### src/rtl/con_ff_if.sv
// Bundle of the condition-unit control, operand and result signals.
// master drives the control/operand side; slave is the condition unit itself.
interface con_ff_if #(
  parameter int unsigned DATA_W  = 32,
  parameter int unsigned COUNT_W = 16
);
  logic               con_a_in;
  logic               con_in;
  logic [31:0]        ir_in;
  logic [DATA_W-1:0]  bus_in;
  logic               con_out;
  logic               con_valid;
  logic               con_err;
  logic               a_held;
  logic [COUNT_W-1:0] taken_cnt;
  logic [COUNT_W-1:0] eval_cnt;

  modport master (
    output con_a_in, con_in, ir_in, bus_in,
    input  con_out, con_valid, con_err, a_held, taken_cnt, eval_cnt
  );

  modport slave (
    input  con_a_in, con_in, ir_in, bus_in,
    output con_out, con_valid, con_err, a_held, taken_cnt, eval_cnt
  );
endinterface

### src/rtl/con_ff_unit.sv
// Conditional-branch unit: evaluates the IR condition field against the bus (and an optional
// captured operand A), holds the result in the CON flip-flop and keeps saturating statistics.
module con_ff_unit #(
  parameter int unsigned DATA_W  = 32,
  parameter int unsigned C2_LSB  = 19,
  parameter int unsigned COUNT_W = 16
) (
  input logic        clk,
  input logic        clr,
  con_ff_if.slave    ff_io
);

  typedef enum logic [0:0] {StIdle, StAHeld} state_e;

  state_e             state_q;
  logic [DATA_W-1:0]  a_q;
  logic               con_q;
  logic               valid_q;
  logic               err_q;
  logic [COUNT_W-1:0] taken_q;
  logic [COUNT_W-1:0] eval_q;

  logic [2:0]        code;
  logic [DATA_W-1:0] x;
  logic              two_op;
  logic              x_zero;
  logic              x_neg;
  logic              result;

  assign code   = ff_io.ir_in[C2_LSB+2:C2_LSB];
  assign x      = ff_io.bus_in;
  assign two_op = code[2] & code[1];
  assign x_zero = (x == '0);
  assign x_neg  = x[DATA_W-1];

  always_comb begin
    result = 1'b0;
    unique case (code)
      3'b000:  result = x_zero;
      3'b001:  result = ~x_zero;
      3'b010:  result = ~x_neg;
      3'b011:  result = x_neg;
      3'b100:  result = ~x_neg & ~x_zero;
      3'b101:  result = x_neg | x_zero;
      3'b110:  result = (a_q == x);
      default: result = ($signed(a_q) < $signed(x));
    endcase
  end

  // con_in takes priority over con_a_in; a simultaneous capture is dropped.
  always_ff @(posedge clk or posedge clr) begin
    if (clr) begin
      state_q <= StIdle;
      a_q     <= '0;
      con_q   <= 1'b0;
      valid_q <= 1'b0;
      err_q   <= 1'b0;
      taken_q <= '0;
      eval_q  <= '0;
    end else begin
      valid_q <= 1'b0;
      err_q   <= 1'b0;
      if (ff_io.con_in) begin
        if (two_op && state_q == StIdle) begin
          err_q <= 1'b1;
          con_q <= 1'b0;
        end else begin
          con_q   <= result;
          valid_q <= 1'b1;
          if (eval_q != '1) eval_q <= eval_q + 1'b1;
          if (result && taken_q != '1) taken_q <= taken_q + 1'b1;
          // A is consumed by a two-operand test but the register keeps its value.
          if (two_op) state_q <= StIdle;
        end
      end else if (ff_io.con_a_in) begin
        a_q     <= x;
        state_q <= StAHeld;
      end
    end
  end

  assign ff_io.con_out   = con_q;
  assign ff_io.con_valid = valid_q;
  assign ff_io.con_err   = err_q;
  assign ff_io.a_held    = (state_q == StAHeld);
  assign ff_io.taken_cnt = taken_q;
  assign ff_io.eval_cnt  = eval_q;

endmodule

### src/flat_wrapper.sv
// flat-port wrapper written by rule: the top's interface ports become plain ports
module con_ff_unit_flat 
#(
  parameter int unsigned DATA_W  = 32,
  parameter int unsigned C2_LSB  = 19,
  parameter int unsigned COUNT_W = 16
)
  (clk, clr, ff_io_con_a_in, ff_io_con_in, ff_io_ir_in, ff_io_bus_in, ff_io_con_out, ff_io_con_valid, ff_io_con_err, ff_io_a_held, ff_io_taken_cnt, ff_io_eval_cnt);
  con_ff_if #(.DATA_W(DATA_W), .COUNT_W(COUNT_W)) ff_io_i ();
  input logic clk;
  input logic clr;
  input wire logic [$bits(ff_io_i.con_a_in)-1:0] ff_io_con_a_in;
  input wire logic [$bits(ff_io_i.con_in)-1:0] ff_io_con_in;
  input wire logic [$bits(ff_io_i.ir_in)-1:0] ff_io_ir_in;
  input wire logic [$bits(ff_io_i.bus_in)-1:0] ff_io_bus_in;
  output wire logic [$bits(ff_io_i.con_out)-1:0] ff_io_con_out;
  output wire logic [$bits(ff_io_i.con_valid)-1:0] ff_io_con_valid;
  output wire logic [$bits(ff_io_i.con_err)-1:0] ff_io_con_err;
  output wire logic [$bits(ff_io_i.a_held)-1:0] ff_io_a_held;
  output wire logic [$bits(ff_io_i.taken_cnt)-1:0] ff_io_taken_cnt;
  output wire logic [$bits(ff_io_i.eval_cnt)-1:0] ff_io_eval_cnt;
  assign ff_io_i.con_a_in = ff_io_con_a_in;
  assign ff_io_i.con_in = ff_io_con_in;
  assign ff_io_i.ir_in = ff_io_ir_in;
  assign ff_io_i.bus_in = ff_io_bus_in;
  assign ff_io_con_out = ff_io_i.con_out;
  assign ff_io_con_valid = ff_io_i.con_valid;
  assign ff_io_con_err = ff_io_i.con_err;
  assign ff_io_a_held = ff_io_i.a_held;
  assign ff_io_taken_cnt = ff_io_i.taken_cnt;
  assign ff_io_eval_cnt = ff_io_i.eval_cnt;
  con_ff_unit #(.DATA_W(DATA_W), .C2_LSB(C2_LSB), .COUNT_W(COUNT_W)) u_core (.clk(clk), .clr(clr), .ff_io(ff_io_i));
endmodule
### config.mk
export PLATFORM = sky130hd
export DESIGN_NAME = con_ff_unit_flat
export DESIGN_NICKNAME = d
export VERILOG_FILES = /design/src/rtl/con_ff_if.sv /design/src/rtl/con_ff_unit.sv /design/src/flat_wrapper.sv
export SDC_FILE = /design/constraint.sdc
export NUM_CORES = 1
export LEC_CHECK = 0
export BUFFER_PORTS_ARGS = -buffer_cell sky130_fd_sc_hd__buf_2
export CELL_PAD_IN_SITES_DETAIL_PLACEMENT = 0
export CELL_PAD_IN_SITES_GLOBAL_PLACEMENT = 2
export CORE_MARGIN = 3
export CORE_UTILIZATION = 33
export CTS_CLUSTER_DIAMETER = 40
export DETAILED_ROUTE_END_ITERATION = 10
export GPL_TIMING_DRIVEN = 0
export HOLD_SLACK_MARGIN = 0.15
export PLACE_DENSITY_LB_ADDON = 0.12
export SLEW_MARGIN = 20
export SYNTH_ARGS = -nofsm -noshare
export SYNTH_HDL_FRONTEND = slang
export SYNTH_SLANG_ARGS = --single-unit
### constraint.sdc
create_clock -name clk -period 3.7 [get_ports clk]
set_clock_uncertainty 0.2 [all_clocks]
set_input_delay 0.37 -clock clk [delete_from_list [all_inputs] [get_ports clk]]
set_output_delay 0.37 -clock clk [all_outputs]
set_load 0.01 [all_outputs]
# After elaboration in Yosys (flattened, before gate mapping)
# Index checks and enable logic that the tools add are counted.
# op_classes
n_addsub	2
magnitude_cmp	1
eq_ne	11
n_mux	10
bitwise_logic	8
reduce_logical	9
# op_table
operator	count
adder 16 x 1 -> 16 bit (second input constant)	2
== test 32 bit	1
logical NOT 32 bit	1
less-than comparator 32 bit	1
inequality test 16 bit (second input constant)	2
== test 3 bit (second input constant)	3
2-to-1 mux 1 bit	9
AND reduction 3 bit	3
case mux 1 bit (7 select lines)	1
== test 3 x 2 -> 1 bit (second input constant)	2
inverter 1 bit	5
== test 3 x 1 -> 1 bit (second input constant)	1
logical NOT 3 bit	1
bitwise AND 1 bit	2
logical AND 1 bit	2
inequality test 2 x 1 -> 1 bit (second input constant)	1
inequality test 2 bit (second input constant)	1
AND reduction 2 bit	1
nonzero test 2 bit	1
OR 1 bit	1
# totals
register_bits	68
in_bits	68
output_inout_bits	36
word_cells	48

# Logic depth before layout (Yosys ltp)
# Gate-level depths: netlist of run 1.
# depth
ltp_word	6
ltp_mapped	11
depth_no_buf	10

# Least setup slack after synthesis of run 1
# OpenSTA, ideal clock, no wires.
# synth_path
kind	input to register
startpoint	in ff_io_bus_in[31]
endpoint	reg u_core.taken_q[4], in the netlist u_core.ff_io.taken_cnt[4]
setup_ns	0.128
arrival_ns	2.432
required_ns	3.372
path_slack_ns	0.940
stages	11
path_buffers	1
path_cell_list	inv_1 -> ha_1 -> nand4_1 -> nor3_1 -> a221oi_1 -> o21ai_0 -> nor3_1 -> mux2i_1 -> buf_4 -> and4bb_2 -> xor2_1
# synth_between
elab_chain_cells	6
elab_cells_between_ends	10
classes_between	order compare (1); eq/ne (1); mux (1); bitwise (4); reduce/logical (3)
# synth_rtl
item	line	rtl
from (decl)	flat_wrapper.sv:15	input wire logic [$bits(ff_io_i.bus_in)-1:0] ff_io_bus_in;
branches (longest 3 deep; another with less-than comparator 32 bit)	--	
case mux 1 bit (7 select lines) *	con_ff_unit.sv:38	unique case (code)
logical AND 1 bit *	con_ff_unit.sv:71	if (result && taken_q != '1) taken_q <= taken_q + 1'b1;
AND reduction 3 bit (no source line) *	--	
to (signal assigned)	con_ff_unit.sv:71	
to (decl)	con_ff_unit.sv:20	logic [COUNT_W-1:0] taken_q;
# Every way passes the cells marked *.
# A chain may end at the register's enable or synchronous reset.

# Worst setup path in the final report of run 1
# layout_path
startpoint	in ff_io_bus_in[25]
endpoint	reg u_core.taken_q[12], in the netlist u_core.ff_io.taken_cnt[12]
# The elaborated chain is that of the path after synthesis.

==> metrics.txt, run 1 <==
CP Capture Type=flop; DR vias=2,992; fin crit period=between 3 and 4 ns; die width=~110 um; Die ar.=12,810 sq um; CP Launch Type=primary input; fill cell count=around 1.1k; Worst VDD drop=0.0003395 V; Pre-Repair DR Iteration Count=4; root buffer cell=clkbuf_16; largest net degree at the start of global routing=46; setup TNS=0 ns; synthesis-to-finish area growth=33.25%; Syn Area/Cell=approximately 11 sq um; Power Density=487.4 nW/um^2; Worst Path Arrival=3.50 ns; H-tree levels=3; Clk pin slew, worst setup/hold paths=around 0.06 ns; status=completed; maximum buffer depth of the clock tree=2; num rows=38; Final Max Tran Viols=0; gr ovfl total=0; crit-path max FO=5; Core Area=about 11,000 sq um; DP Area=4365 sq um; Yosys reg bits=68; drt initial violations=104; vias in the first global route=~3k; # IOs=104; ratio of final minimum period to clock period=94.19%; Clock Sinks=68; Max Cap Viol=0; post-synthesis cell type count=41; placed wire-length estimate=6.663 mm; Routed Antenna Nets=0; DRC=0; placed insts=567; final non-filler cell total=617; drt total wl=around 9 mm; die height=113.2 um; port buffer count=74; Worst-Margin Slew=0.5919 ns; CTS Buf Count=9; Final Net Count=approximately 570; initial antenna violation count=0; RSZ-0062 raised after global routing=no; Req. time, crit path=3.71 ns; Initial Utilization=34.36%; endpoints failing hold=0; vias per cell=4.849; register area share after synthesis=about 45%; number of diodes=0; RD Place Congestion=0.7561; YS warnings=0; syn_nets=454; relative slew slack=about three fifths; WL/cell=~15 um; Total Routing Usage GR=15.04%; Max Freq=286.9 MHz; Leak=2.490 nW; CTS tree=done; Setup Viol. Count Final=0; critical path type=in2reg; fin area=5050 sq um; Post-Syn Area=about 3800 sq um; Hold Path Class=in2reg; Syn Inst Count=352; share of cells above drive strength 1=28.93%; Clock Latency Late Sink=between 0.3 and 0.4 ns; first-pass GRT wire length=approximately 15 mm
==> repair_timing <==
item / CTS / global route
resized for setup: 0 / 2
endpoints found under the setup margin: 0 / 11
hold buffers: 33 / 0
hold endpoints to repair: 56 / 0
buffers inserted: 0 / 1
==> worst paths after layout <==
check | start | to | slack (ns) | cells after the start
max in group asynchronous | clr | u_core.a_q[13]$_DFFE_PP0P_ | 2.40 | 4
max | ff_io_bus_in[25] | u_core.ff_io.taken_cnt[12]$_DFFE_PP0P_ | 0.21 | 13
max reg2reg | u_core.a_q[31]$_DFFE_PP0P_ | u_core.ff_io.taken_cnt[12]$_DFFE_PP0P_ | 0.50 | 10
min in group asynchronous | clr | u_core.ff_io.taken_cnt[2]$_DFFE_PP0P_ | 0.37 | 3
min | ff_io_ir_in[21] | u_core.ff_io.con_err$_DFF_PP0_ | 0.18 | 3
min reg2reg | u_core.ff_io.eval_cnt[5]$_DFFE_PP0P_ | u_core.ff_io.eval_cnt[5]$_DFFE_PP0P_ | 0.29 | 1
==> worst max-delay path, stage by stage <==
cell           delay, ns
dlygate4sd3_1       0.52
buf_2               0.12
inv_1               0.04
ha_1                0.29
nand4_1             0.15
nor3_1              0.09
a221oi_1            0.28
o21ai_0             0.16
nor3_1              0.41
mux2i_2             0.16
buf_4               0.18
nor4_1              0.33
mux2_2              0.37
==> report_power, final <==
group / leakage, nW / switching (mW) / total [mW] / internal, mW
logic: 1.48 / 0.261 / 0.537 / 0.275
registers: 0.848 / 0.107 / 0.973 / 0.865
clock network: 0.158 / 0.324 / 0.952 / 0.628
total: 2.49 / 0.693 / 2.46 / 1.77
==> synthesized netlist by cell type <==
master | count | area (sq um)
and3b_1 | 1 | 8.760
buf_4 | 1 | 7.510
a2bb2oi_2 | 1 | 15.01
ha_1 | 34 | 425.4
a32oi_1 | 1 | 8.760
a221oi_1 | 2 | 17.52
o211a_1 | 1 | 10.01
dfrtp_1 | 68 | 1702
o221a_2 | 1 | 11.26
clkbuf_1 | 3 | 11.26
xnor2_1 | 14 | 122.6
nor2_1 | 11 | 41.29
and2_1 | 1 | 6.260
nand2_1 | 23 | 86.33
inv_1 | 39 | 146.4
nor3b_1 | 2 | 15.01
and2b_1 | 1 | 7.510
nor4_1 | 13 | 81.33
nand2b_1 | 3 | 18.77
nand3_1 | 21 | 105.1
mux2i_1 | 1 | 10.01
o31a_1 | 1 | 8.760
nor2b_1 | 2 | 12.51
o21a_1 | 2 | 15.01
buf_1 | 1 | 3.750
a2111o_1 | 1 | 11.26
o21ai_0 | 5 | 25.02
a21o_1 | 4 | 30.03
o22ai_1 | 1 | 6.260
or3b_2 | 1 | 8.760
or4b_1 | 2 | 20.02
and4_1 | 3 | 26.28
or3_4 | 1 | 11.26
and3_1 | 4 | 25.02
and4bb_2 | 2 | 25.02
nand4_1 | 10 | 62.56
xor2_1 | 14 | 122.6
nor3_1 | 8 | 40.04
nor4b_4 | 1 | 23.77
a21oi_1 | 12 | 60.06
mux2_2 | 35 | 394.1
==> logic make-up after synthesis <==
logic type	Yosys count	share of synthesized area, %
AO/OA/AOI/OAI	32	5.777
XOR/XNOR	28	6.471
adder cells (fa/ha/maj)	34	11.22
buffers and inverters	44	4.457
flip-flops	68	44.90
multiplexers	36	10.66
AND/OR/NAND/NOR	110	16.51
==> sequential cells by signal (all words and copies together) (netlist names) <==
name / count
u_core.a_q: 32
u_core.ff_io.eval_cnt: 16
u_core.ff_io.taken_cnt: 16
u_core.ff_io.a_held: 1
u_core.ff_io.con_err: 1
u_core.ff_io.con_out: 1
u_core.ff_io.con_valid: 1
==> per-stage QoR <==
| step | power (mW) | utilization [%] | setup WS, ns | hold WS [ns] |
|---|---|---|---|---|
| detailed placement | 1.505 | 39.58 | 0.06244 | 0.1733 |
| CTS | 2.512 | 45.62 | 0.004962 | 0.1556 |
| global route | 2.636 | 45.78 | 0.02561 | 0.1715 |
| floorplan | 1.303 | - | 0.9400 | 0.2690 |
| global placement | 1.491 | 39.30 | 0.07827 | 0.2790 |
| finish | 2.461 | 45.78 | 0.2149 | 0.1753 |
==> final cells by class <==
type / instances / area [sq um] / share of cell area, %
multi-input combinational: 240 / 1929 / 38.21
sequential: 68 / 1702 / 33.70
timing repair buffer: 109 / 735.7 / 14.57
clock buffer: 11 / 252.7 / 5.005
tap: 140 / 175.2 / 3.469
inverter: 39 / 148.9 / 2.948
clock inverter: 5 / 83.83 / 1.660
buffer: 5 / 22.52 / 0.4460
==> cell usage in the layout (no fill, tap or decap), drive strengths merged, types with 3 or more instances in the layout <==
| master | count |
|---|---|
| o21ai | 5 |
| a21oi | 12 |
| nand4 | 10 |
| nand3 | 21 |
| dfrtp | 68 |
| nor3 | 8 |
| nand2b | 3 |
| inv | 39 |
| nor4 | 13 |
| dlygate4sd3 | 33 |
| nor2 | 11 |
| and4 | 3 |
| buf | 78 |
| xor2 | 14 |
| a21o | 4 |
| nand2 | 23 |
| xnor2 | 14 |
| mux2 | 35 |
| clkbuf | 14 |
| ha | 34 |
| and3 | 4 |
==> layer usage <==
metal	up-vias	global-route usage, %	part of all wire, %
met5	-	0	0
met4	0	4.327	0.80
met3	4	4.171	4.5
met2	53	24.57	48
met1	1443	19.54	47
li1	1492	-	-
No activity file was read; power rests on OpenSTA's default activity.
==> run 2, diff against run 1 <==
--- a/config.mk
+++ b/config.mk
@@ -11,3 +11,4 @@
 export CORE_MARGIN = 3
-export CORE_UTILIZATION = 33
+export CORE_UTILIZATION = 34
+export CTS_BUF_LIST = sky130_fd_sc_hd__clkbuf_8
 export CTS_CLUSTER_DIAMETER = 40
==> constraint.sdc (replaced) <==
create_clock -name clk -period 3.7 [get_ports clk]
set_clock_uncertainty 0.2 [all_clocks]
set_input_delay 0 -clock clk [delete_from_list [all_inputs] [get_ports clk]]
set_output_delay 0 -clock clk [all_outputs]
set_load 0.01 [all_outputs]
==> metrics.txt, run 2 (synthesized netlist as in run 1, its figures left out) <==
Pre-Repair DR Iteration Count=4; most frequent cells in the layout=buf_2, dfrtp_1, dlygate4sd3_1, inv_1, mux2_2; vias per cell=between 4 and 5; gr ovfl total=0; share of cells above drive strength 1=28.51%; Worst Path Arrival=about 3.4 ns; hold_ws=0.1665 ns; Core Area=10,600 sq um; status=completed; Clock Latency Late Sink=roughly 0.35 ns; num rows=37; largest register by flop count=u_core.a_q; Leak=2.439 nW; final worst slack=0.3609 ns; Clock Sinks=between 60 and 70; commonest non-fill, non-tap cell in the layout=buf_2; Setup Viol. Count Final=0; Req. time, crit path=approximately 3.7 ns; H-tree levels=3; crit-path max FO=10; Hold Path Class=in2reg; root buffer cell=clkbuf_8; DRC=0; Max Freq=299.5 MHz; RD Place Congestion=about 0.74; fin crit period=3.339 ns; Total Routing Usage GR=roughly 15%; first-pass GRT wire length=14.88 mm; drt total wl=8.873 mm; endpoints failing hold=0; ratio of final minimum period to clock period=about 90%; Power Density=420.5 nW/um^2; CP Capture Type=flop; Clk pin slew, worst setup/hold paths=0.08 ns; power consumption=2.077 mW; vias in the first global route=about 3.1k; CP Launch Type=primary input; port buffer count=74; Routed Antenna Nets=0; CTS Buf Count=9; initial antenna violation count=0; relative slew slack=56.64%; # IOs=104; setup TNS=0 ns; Final Net Count=581; CTS tree=done; DR vias=slightly below 3k; Final Max Tran Viols=0; drt initial violations=83; placed insts=roughly 560; Worst VDD drop=0.0003022 V; number of diodes=0; Initial Utilization=35.75%; Die ar.=12,450 sq um; Worst-Margin Slew=around 0.65 ns; RSZ-0062 raised after global routing=no; max reg flops=32; Max Cap Viol=0; die width=111.6 um; placed wire-length estimate=6.557 mm; final non-filler cell total=620; dpl ws=0.3353 ns; synthesis-to-finish area growth=30.34%; critical path type=in2reg; WL/cell=14.31 um; maximum buffer depth of the clock tree=2; largest net degree at the start of global routing=39; die height=111.6 um
[run 2: layout make-up]
type	instances	area (sq um)
Fill cell	1029	5662
Multi-Input combinational cell	240	1923
Sequential cell	68	1702
Timing Repair Buffer	116	795.8
Tap cell	136	170.2
Inverter	39	148.9
Clock buffer	10	137.6
Clock inverter	6	40.04
Buffer	5	22.52
[run 2: stage by stage]
stage | util, % | instance area (sq um)
floorplan | - | 3790
global placement | 40.85 | 4330
detailed placement | 41.06 | 4353
CTS | 46.42 | 4921
global route | 46.60 | 4940
finish | 46.60 | 4940
[run 2: worst max-delay path: stages]
cell and delay (ns):
dlygate4sd3_1 0.53, buf_2 0.16, inv_1 0.05, ha_1 0.37
nand4_1 0.18, nor3_1 0.10, a221oi_1 0.25, o21ai_0 0.13
nor3_1 0.40, mux2i_2 0.33, buf_4 0.23, o22ai_1 0.08
dlygate4sd3_1 0.57
[run 2: worst paths after layout]
kind	from	to	slack (ns)	depth (start not counted)
worst max-delay path	ff_io_bus_in[31]	u_core.ff_io.con_out$_DFFE_PP0P_	0.36	13
worst min-delay path	ff_io_con_a_in	u_core.a_q[30]$_DFFE_PP0P_	0.17	4
worst max register to register	u_core.a_q[31]$_DFFE_PP0P_	u_core.ff_io.con_out$_DFFE_PP0P_	0.38	10
worst min register to register	u_core.ff_io.a_held$_DFFE_PP0P_	u_core.ff_io.con_err$_DFF_PP0_	0.28	1
max in group asynchronous	clr	u_core.a_q[0]$_DFFE_PP0P_	2.17	5
min in group asynchronous	clr	u_core.ff_io.taken_cnt[4]$_DFFE_PP0P_	0.58	4
[run 2: repair_timing]
action | 4_1_cts | 5_1_grt
setup buffers | 0 | 2
setup endpoints to repair | 0 | 1
gates resized for setup | 0 | 1
endpoints found under the hold margin | 106 | 0
hold buffers | 39 | 0
[run 2: routing by layer]
layer | track usage [%] | vias to the layer above | part of all wire (%)
li1 | - | 1498 | -
met1 | 18.93 | 1406 | 49
met2 | 24.73 | 49 | 46
met3 | 3.207 | 9 | 3.7
met4 | 4.866 | 0 | 1.3
met5 | 0 | - | 0
[run 2: where the power goes]
part / internal (mW) / leakage [nW] / switching (mW) / total [mW]
Combinational: 0.281 / 1.51 / 0.262 / 0.543
Clock: 0.259 / 0.0803 / 0.303 / 0.562
Sequential: 0.864 / 0.848 / 0.108 / 0.972
==> run 3, diff against run 2 <==
Settings changed: RECOVER_POWER set to 100.
==> metrics.txt, run 3 (synthesized netlist as in run 1, its figures left out) <==
Final Net Count=581; fin crit period=3.318 ns; number of diodes=0; reg2reg end=u_core.ff_io.con_out$_DFFE_PP0P_; maximum buffer depth of the clock tree=2; DRC=0; Power Density=423.1 nW/um^2; setup TNS=0 ns; vias in the first global route=around 3.1k; Worst VDD drop=0.0002940 V; hold path startpoint=ff_io_con_a_in; RSZ-0062 raised after global routing=no; Sequential cell area=1702 sq um; placed wire-length estimate=6.557 mm; share of cells above drive strength 1=about a fifth; area of the multi-input gates=between 1500 and 2000 sq um; largest register by flop count=u_core.a_q; most frequent cells in the layout=dfrtp_1, clkbuf_1, dlygate4sd3_1, inv_1, buf_2; Clock Sinks=68; Req. time, crit path=3.72 ns; drt initial violations=73; Core Area=about 11,000 sq um; initial antenna violation count=0; Routed Antenna Nets=0; Die ar.=12,450 sq um; commonest non-fill, non-tap cell in the layout=dfrtp_1; Reg2Reg Setup Slack=0.41 ns; status=completed; Pre-Repair DR Iteration Count=4; Worst Path Arrival=3.34 ns; vias per cell=4.776; Total Routing Usage GR=14.74%; Clock Latency Late Sink=0.35 ns; gr ovfl total=0; Max Freq=301.4 MHz; critical path type=in2reg; Clk pin slew, worst setup/hold paths=0.08 ns; root buffer cell=clkbuf_8; Final Max Tran Viols=0; ratio of final minimum period to clock period=89.67%; crit-path max FO=10; Leak=approximately 2.3 nW; WL/cell=around 14 um; CP Launch Type=primary input; die width=111.6 um; Setup Viol. Count Final=0; RD Place Congestion=~0.74; max reg flops=32; hold-critical path depth=4; endpoints failing hold=0; Initial Utilization=35.75%; Max Cap Viol=0; port buffer count=74; # IOs=104; relative slew slack=approximately 6.0%; hold endpoint=u_core.a_q[30]$_DFFE_PP0P_; CTS tree=done; die height=111.6 um; Hold Path Class=in2reg; largest net degree at the start of global routing=39; DR vias=2,961; num rows=37; CTS Buf Count=9; fill cell count=1,053; drt total wl=8.866 mm; first-pass GRT wire length=14.88 mm; H-tree levels=3; worst r2r src=u_core.a_q[31]$_DFFE_PP0P_; synthesis-to-finish area growth=28.16%; reg2reg path depth=10; hold_ws=approximately 0.17 ns; CP Capture Type=flop; Worst-Margin Slew=1.402 ns
run 3: worst max-delay path by stage:
stage                                          start                                    end  slack (ns)  depth (start not counted)
after floorplan           u_core.a_q[31]$_DFFE_PP0P_  u_core.ff_io.taken_cnt[4]$_DFFE_PP0P_        0.99                         10
after global placement    u_core.a_q[31]$_DFFE_PP0P_  u_core.ff_io.taken_cnt[4]$_DFFE_PP0P_        0.34                         10
after detailed placement  u_core.a_q[31]$_DFFE_PP0P_  u_core.ff_io.taken_cnt[4]$_DFFE_PP0P_        0.34                         10
after CTS                           ff_io_bus_in[31]       u_core.ff_io.con_out$_DFFE_PP0P_        0.04                         13
after global routing                ff_io_bus_in[31]       u_core.ff_io.con_out$_DFFE_PP0P_        0.14                         13
final                               ff_io_bus_in[31]       u_core.ff_io.con_out$_DFFE_PP0P_        0.38                         13
run 3: final cells by class:
type / instances / share of cell area, %
plain buffers: 5 / 0.4637
clock buffers: 10 / 2.834
clock inverters: 6 / 0.8243
inverters: 39 / 3.040
multi-input cells: 240 / 39.28
flip-flops and latches: 68 / 35.03
well taps: 136 / 3.503
repair buffers: 116 / 15.02
run 3: repair_timing:
item                       4_1_cts  5_1_grt
setup endpoints to repair        0        1
hold buffers                    39        0
hold endpoints to repair       106        0
setup buffers                    0        2
resized for setup                0        1
run 3: worst max-delay path, stage by stage:
cell and delay, ns:
dlygate4sd3_1 0.53, buf_2 0.16, inv_1 0.05, ha_1 0.37
nand4_1 0.18, nor3_1 0.10, a221oi_1 0.25, o21ai_0 0.13
nor3_1 0.40, mux2i_2 0.32, buf_4 0.22, o22ai_1 0.07
dlygate4sd3_1 0.57
run 3: report_power, final:
group / leakage [nW] / total (mW) / internal (mW) / switching, mW
clock network: 0.0803 / 0.561 / 0.259 / 0.302
logic: 1.35 / 0.521 / 0.260 / 0.261
registers: 0.848 / 0.973 / 0.864 / 0.109
run 3: per-layer routing:
layer / up-vias / track usage (%) / wire length, um / share of wire (%)
met4: 0 / 4.866 / 131 / 1.5
met3: 11 / 3.207 / 330 / 3.7
li1: 1497 / - / - / -
met5: - / 0 / 0 / 0
met2: 52 / 24.73 / 4038 / 46
met1: 1401 / 18.93 / 4366 / 49
run 3: through the flow:
stage	area, sq um	utilization, %	setup slack, ns	power [mW]	cells
6_report	4857	45.82	0.3822	2.055	620
4_1_cts	4921	46.42	0.04017	2.115	618
2_1_floorplan	3790	-	0.9883	1.303	352
3_5_place_dp	4353	41.06	0.3353	1.501	563
3_3_place_gp	4330	40.85	0.3357	1.491	562
5_1_grt	4857	45.82	0.1411	2.208	620
